--- src/rtl/alt_aeq_pkg.sv ---
// Shared definitions for the ADCE adaptation slice: FSM encoding, default
// timing constants and reset values common to this sequencer and the
// upstream calibration controller.
package alt_aeq_pkg;

    localparam int CH_W = 10;

    // Default timing constants
    localparam int DEF_SETTLE_CYCLES  = 16;
    localparam int DEF_TIMEOUT_CYCLES = 1048576;
    localparam int DEF_CNT_W          = 21;

    // Reset values shared with the upstream controller
    localparam logic            RST_BUSY       = 1'b0;
    localparam logic            RST_LF_NF      = 1'b0;
    localparam logic            RST_HF_NF      = 1'b0;
    localparam logic            RST_CONV_ERR   = 1'b0;
    localparam logic            RST_ADCE_EN    = 1'b0;
    localparam logic [CH_W-1:0] RST_CH_ADDR    = '0;

    typedef enum logic [2:0] {
        ST_IDLE    = 3'd0,
        ST_RESTART = 3'd1,
        ST_ENABLE  = 3'd2,
        ST_ADAPT   = 3'd3,
        ST_CAPTURE = 3'd4,
        ST_DISABLE = 3'd5
    } ch_state_t;

endpackage

--- src/rtl/alt_aeq_sync2.sv ---
// Generic 2-flop synchronizer, async active-low reset to 0.
// Latency: 2 i_clock cycles from input change to o_sync_o.
// Backpressure: none; plain level synchronizer.
// Ports: i_clock, i_reset_n, i_async_i (asynchronous level), o_sync_o (synchronized level).
module alt_aeq_sync2 (
    input  logic i_clock,
    input  logic i_reset_n,
    input  logic i_async_i,
    output logic o_sync_o
);

    logic meta_q;
    logic sync_q;

    always_ff @(posedge i_clock or negedge i_reset_n) begin
        if (!i_reset_n) begin
            meta_q <= 1'b0;
            sync_q <= 1'b0;
        end else begin
            meta_q <= i_async_i;
            sync_q <= meta_q;
        end
    end

    assign o_sync_o = sync_q;

endmodule

--- src/rtl/alt_aeq_adce_ch_ctrl.sv ---
// Per-channel ADCE adaptation sequencer: accepts one start/disable request,
// settles the ADCE enable, waits for convergence or timeout, returns results.
// Latency: fresh start reaches ADAPT SETTLE_CYCLES+1 cycles after request; recal adds SETTLE_CYCLES.
// Backpressure: requests are level-held by upstream; ignored while o_busy0q=1.
// Ports: i_ch_start/i_ch_disable/i_logical_ch request in; o_busy0q and result flags out;
//        o_adce_en0q/o_ch_addr0q to transceiver; i_adce_done/lf_sat/hf_sat from ADCE.
// Build option: ALT_AEQ_ADCE_IN_SYNC_EN adds 2-flop synchronizers on the ADCE inputs.
module alt_aeq_adce_ch_ctrl
    import alt_aeq_pkg::*;
#(
    parameter int SETTLE_CYCLES  = DEF_SETTLE_CYCLES,
    parameter int TIMEOUT_CYCLES = DEF_TIMEOUT_CYCLES,
    parameter int CNT_W          = DEF_CNT_W
) (
    input  logic            i_clock,
    input  logic            i_reset_n,
    input  logic            i_ch_start,
    input  logic            i_ch_disable,
    input  logic [CH_W-1:0] i_logical_ch,
    output logic            o_busy0q,
    output logic            o_lf_not_found0q,
    output logic            o_hf_not_found0q,
    output logic            o_conv_error0q,
    output logic            o_adce_en0q,
    output logic [CH_W-1:0] o_ch_addr0q,
    input  logic            i_adce_done,
    input  logic            i_adce_lf_sat,
    input  logic            i_adce_hf_sat
);

    // A zero settle/timeout would never terminate a phase; clamp to one cycle.
    localparam int SETTLE_EFF  = (SETTLE_CYCLES  < 1) ? 1 : SETTLE_CYCLES;
    localparam int TIMEOUT_EFF = (TIMEOUT_CYCLES < 1) ? 1 : TIMEOUT_CYCLES;
    localparam logic [CNT_W-1:0] SETTLE_LAST  = CNT_W'(SETTLE_EFF - 1);
    localparam logic [CNT_W-1:0] TIMEOUT_LAST = CNT_W'(TIMEOUT_EFF - 1);

    logic adce_done_s;
    logic adce_lf_sat_s;
    logic adce_hf_sat_s;

`ifdef ALT_AEQ_ADCE_IN_SYNC_EN
    alt_aeq_sync2 u_sync_done (
        .i_clock   (i_clock),
        .i_reset_n (i_reset_n),
        .i_async_i (i_adce_done),
        .o_sync_o  (adce_done_s)
    );
    alt_aeq_sync2 u_sync_lf (
        .i_clock   (i_clock),
        .i_reset_n (i_reset_n),
        .i_async_i (i_adce_lf_sat),
        .o_sync_o  (adce_lf_sat_s)
    );
    alt_aeq_sync2 u_sync_hf (
        .i_clock   (i_clock),
        .i_reset_n (i_reset_n),
        .i_async_i (i_adce_hf_sat),
        .o_sync_o  (adce_hf_sat_s)
    );
`else
    assign adce_done_s   = i_adce_done;
    assign adce_lf_sat_s = i_adce_lf_sat;
    assign adce_hf_sat_s = i_adce_hf_sat;
`endif

    ch_state_t        state_q, state_d;
    logic [CNT_W-1:0] cnt_q, cnt_d;
    logic             timeout_q, timeout_d;

    logic             busy_q, busy_d;
    logic             lf_q, lf_d;
    logic             hf_q, hf_d;
    logic             conv_q, conv_d;
    logic             adce_en_q, adce_en_d;
    logic [CH_W-1:0]  ch_addr_q, ch_addr_d;

    logic             settle_done;
    logic [CNT_W-1:0] cnt_inc;

    assign settle_done = (cnt_q == SETTLE_LAST);
    // Saturating increment: the counter must never wrap back to zero.
    assign cnt_inc     = (&cnt_q) ? cnt_q : cnt_q + 1'b1;

    // State and output registers
    always_ff @(posedge i_clock or negedge i_reset_n) begin
        if (!i_reset_n) begin
            state_q   <= ST_IDLE;
            cnt_q     <= '0;
            timeout_q <= 1'b0;
            busy_q    <= RST_BUSY;
            lf_q      <= RST_LF_NF;
            hf_q      <= RST_HF_NF;
            conv_q    <= RST_CONV_ERR;
            adce_en_q <= RST_ADCE_EN;
            ch_addr_q <= RST_CH_ADDR;
        end else begin
            state_q   <= state_d;
            cnt_q     <= cnt_d;
            timeout_q <= timeout_d;
            busy_q    <= busy_d;
            lf_q      <= lf_d;
            hf_q      <= hf_d;
            conv_q    <= conv_d;
            adce_en_q <= adce_en_d;
            ch_addr_q <= ch_addr_d;
        end
    end

    // Next-state, counter and timeout flag
    always_comb begin
        state_d   = state_q;
        cnt_d     = cnt_q;
        timeout_d = timeout_q;
        case (state_q)
            ST_IDLE: begin
                if (i_ch_disable || i_ch_start) begin
                    cnt_d     = '0;
                    timeout_d = 1'b0;
                    if (i_ch_disable)   state_d = ST_DISABLE;
                    else if (adce_en_q) state_d = ST_RESTART;
                    else                state_d = ST_ENABLE;
                end
            end
            ST_RESTART: begin
                if (settle_done) begin
                    state_d = ST_ENABLE;
                    cnt_d   = '0;
                end else begin
                    cnt_d = cnt_inc;
                end
            end
            ST_ENABLE: begin
                if (settle_done) begin
                    state_d = ST_ADAPT;
                    cnt_d   = '0;
                end else begin
                    cnt_d = cnt_inc;
                end
            end
            ST_ADAPT: begin
                // Done has priority over a coincident timeout.
                if (adce_done_s) begin
                    state_d   = ST_CAPTURE;
                    timeout_d = 1'b0;
                end else if (cnt_q == TIMEOUT_LAST) begin
                    state_d   = ST_CAPTURE;
                    timeout_d = 1'b1;
                end else begin
                    cnt_d = cnt_inc;
                end
            end
            ST_CAPTURE: begin
                state_d = ST_IDLE;
            end
            ST_DISABLE: begin
                if (settle_done) state_d = ST_IDLE;
                else             cnt_d   = cnt_inc;
            end
            default: begin
                state_d = ST_IDLE;
                cnt_d   = '0;
            end
        endcase
    end

    // Registered outputs
    always_comb begin
        busy_d    = busy_q;
        lf_d      = lf_q;
        hf_d      = hf_q;
        conv_d    = conv_q;
        adce_en_d = adce_en_q;
        ch_addr_d = ch_addr_q;
        case (state_q)
            ST_IDLE: begin
                if (i_ch_disable || i_ch_start) begin
                    busy_d    = 1'b1;
                    ch_addr_d = i_logical_ch;
                    lf_d      = 1'b0;
                    hf_d      = 1'b0;
                    conv_d    = 1'b0;
                    // Only a fresh start raises the enable now; recal first drops it.
                    adce_en_d = !i_ch_disable && !adce_en_q;
                end
            end
            ST_RESTART: begin
                adce_en_d = settle_done;
            end
            ST_ENABLE: begin
                adce_en_d = 1'b1;
            end
            ST_CAPTURE: begin
                lf_d   = adce_lf_sat_s;
                hf_d   = adce_hf_sat_s;
                conv_d = timeout_q;
                busy_d = 1'b0;
            end
            ST_DISABLE: begin
                adce_en_d = 1'b0;
                if (settle_done) busy_d = 1'b0;
            end
            default: ;
        endcase
    end

    assign o_busy0q         = busy_q;
    assign o_lf_not_found0q = lf_q;
    assign o_hf_not_found0q = hf_q;
    assign o_conv_error0q   = conv_q;
    assign o_adce_en0q      = adce_en_q;
    assign o_ch_addr0q      = ch_addr_q;

endmodule

--- config.mk ---
export PLATFORM = sky130hd
export DESIGN_NAME = alt_aeq_adce_ch_ctrl
export DESIGN_NICKNAME = d
export VERILOG_FILES = /design/src/rtl/alt_aeq_pkg.sv /design/src/rtl/alt_aeq_sync2.sv /design/src/rtl/alt_aeq_adce_ch_ctrl.sv
export SDC_FILE = /design/constraint.sdc
export NUM_CORES = 1
export LEC_CHECK = 0
export ABC_CLOCK_PERIOD_IN_PS = 5800
export BUFFER_PORTS_ARGS = -buffer_cell sky130_fd_sc_hd__buf_4
export CAP_MARGIN = 25
export CORE_MARGIN = 2
export CORE_UTILIZATION = 55
export CTS_CLUSTER_DIAMETER = 120
export CTS_CLUSTER_SIZE = 28
export DETAILED_ROUTE_END_ITERATION = 8
export GPL_ROUTABILITY_DRIVEN = 0
export MAX_ROUTING_LAYER = met4
export PLACE_DENSITY = 0.77
export SLEW_MARGIN = 20
export SYNTH_ARGS = -nofsm -noshare
export SYNTH_HDL_FRONTEND = slang
export SYNTH_SLANG_ARGS = --single-unit
--- constraint.sdc ---
create_clock -name i_clock -period 5.8 [get_ports i_clock]
set_clock_uncertainty 0.2 [all_clocks]
set_input_delay 1.16 -clock i_clock [delete_from_list [all_inputs] [get_ports i_clock]]
set_output_delay 1.16 -clock i_clock [all_outputs]
set_load 0.05 [all_outputs]
==> impl_metrics.tcl <==
set metrics [dict create \
    status "completed" \
    min_path_type "register to register" \
    path_max_fanout 8 \
    die_y_um 68.5 \
    ys_types 46 \
    ys_seq_area_frac 0.438 \
    num_rows 23 \
    drc 0 \
    start_util 0.571 \
    synth_area_leaders "dfrtp_1 (44%), mux2_2 (5.4%), nor2_1 (4.3%)" \
    powerDensity_nw_per_um2 498 \
    grt_pass1_wl_mm 8.46 \
    clk_pin_slew_ps 80 \
    via_count 2060 \
    area_growth_pct 14.2 \
    tritoncts "yes" \
    required_ps 5780 \
    ys_ff_latch 40 \
    grt_pass1_vias 1827 \
    post-route-min-period_ps 2720 \
    numClockSinks 40 \
    cts_post_setup_buffers_inserted 0 \
    rrSetupSlack_ps 3190 \
    synth.largest_area_cell "dfrtp_1" \
    drive_gt1_frac 0.216 \
    grt_start_max_net_pins 41 \
    power_leakage_nw 1.14 \
    stdcell_count 328 \
    p_total_w 0.00130 \
    finalHoldViolations 0 \
    cp.arrival_ps 2700 \
    cts_buffer_depth 2 \
    fmax_ghz 0.367 \
    wl_per_cell_um 15.7 \
    overflow 0 \
    max_slew_margin 0.454 \
    syn-num-nets 267 \
    h-tree-depth 2 \
    grt_setup_unrepaired "false" \
    fin_crit_sh 0.469 \
    drt_wl_total_mm 5.16 \
    avgSynthCellArea_um2 9.18 \
    syn_area_um2 2290 \
    ctsResizeCount 0 \
    synthArstFlopShare 1.00 \
    yosys_warnings 0 \
    core_area_um2 4000 \
    io_pins 32 \
    max_cap_violations 0 \
    drt_iter0_markers 119 \
    critical_path.endpoint_type "register" \
    synth_top_area_share 0.438 \
    antenna_found_initial 0 \
    fp.dieW_um 68.5 \
    synth-main-ff-cell "dfrtp_1" \
    fin_nets 296 \
    finalSetupViolCount 0 \
    dp_hpwl_mm 3.72 \
    cts_root_buffer "clkbuf_8" \
    vdd_drop_max_mv 0.197 \
    cts_buffers 5 \
    dieArea_um2 4690 \
    clk_latency_ps 290 \
    slew_viol_final 0 \
    track_usage 0.249 \
    antenna_left 0 \
    tightest_slew_ps 814 \
    diodes 0 \
    cp-start-kind "primary input" \
    cts_hold_buf 0 \
    viasPerCell 6.28 \
    io_buffers 31 \
    place_inst 321 \
    synth_edf_count 0 \
    crit_type "primary input to register" \
    synthCells 249 \
    finalSetupTns_ps 0 \
    first_pass_iters 4 \
]
[registers in the layout, summed over array words and instances (netlist names)]
name,count
o_busy0q,1
o_hf_not_found0q,1
o_lf_not_found0q,1
o_conv_error0q,1
timeout_q,1
o_ch_addr0q,10
cnt_q,21
o_adce_en0q,1
state_q,3
[cell usage after synthesis (2+ instances only)]
library cell	count
dfrtp_1	40
nor2_1	26
nand2_1	17
nor3_1	17
a21oi_1	14
nand3_1	14
o21ai_0	12
a22o_1	11
mux2_2	11
inv_1	8
a21o_1	7
nand4_1	7
nor4_1	6
clkbuf_1	5
o21ai_1	5
o2bb2ai_1	4
or2_2	4
a31oi_1	3
and3_1	3
buf_2	3
a211oi_1	2
buf_6	2
nor2b_1	2
o22a_1	2
or3_1	2
or4_1	2
[worst max-delay path, stage by stage]
cell      delay [ps]
buf_4            120
nor2_1            70
o21ai_0          130
o21ai_0          160
a211oi_1         460
buf_2            270
o21ai_0          120
a22o_1           210
[logic make-up (layout without fill, tap and decap cells)]
group                      Yosys count  in the layout  synth area share
AOI/OAI and AO/OA                   71             71             0.218
muxes                               12             12            0.0586
adders and majority gates            1              1           0.00547
and+or+nand+nor                    106            106             0.241
DFF                                 40             40             0.438
buffers and inverters               19             48            0.0394
[through the flow]
step	hold WS [ps]	utilization	worst slack, ps	area, µm²
finish	305	0.653	3080	2610
global route	322	0.653	2940	2610
CTS	310	0.653	3120	2610
detailed placement	291	0.633	2820	2530
global placement	284	0.630	2450	2520
floorplan	269	-	2920	2290
[where the power goes]
part           total, W  internal [W]  switching (W)
logic          0.000696      0.000253       0.000443
registers      0.000429      0.000351      0.0000786
clock network  0.000175     0.0000818      0.0000935
[routing by layer]
layer  GRT usage  vias to the layer above  part of all wire
li1            -                      996                 -
met1       0.320                      993              0.46
met2       0.388                       62              0.48
met3      0.0493                        9             0.051
met4      0.0950                        0             0.015
met5           -                        -                 0
[layout make-up]
| type | count | area (µm²) |
|---|---|---|
| Clock buffer | 6 | 72.6 |
| Clock inverter | 1 | 5.00 |
| Fill cell | 355 | 1390 |
| Inverter | 8 | 30.0 |
| Multi-Input combinational cell | 190 | 1190 |
| Sequential cell | 40 | 1000 |
| Tap cell | 50 | 62.6 |
| Timing Repair Buffer | 33 | 245 |
[path summary, 6_finish.rpt]
path                                   to         start  cells past startpoint
setup / recovery                 cnt_q[6]  i_ch_disable                      8
hold / removal             o_conv_error0q     timeout_q                      2
setup reg to reg                 cnt_q[1]      cnt_q[0]                      7
hold reg to reg            o_conv_error0q     timeout_q                      2
max in group asynchronous  o_ch_addr0q[5]     i_reset_n                      1
min in group asynchronous  o_ch_addr0q[9]     i_reset_n                      1
[cells in the final DEF (no fill, tap or decap), types with 8 or more instances in the layout]
cell type	netlist	routed
a22o_1	11	11
buf_4	0	32
o21ai_0	12	12
nor3_1	17	17
dfrtp_1	40	40
nor2_1	26	26
nand2_1	17	17
nand3_1	14	14
inv_1	8	8
mux2_2	11	11
a21oi_1	14	14
No activity file was read; power rests on OpenSTA's default activity.
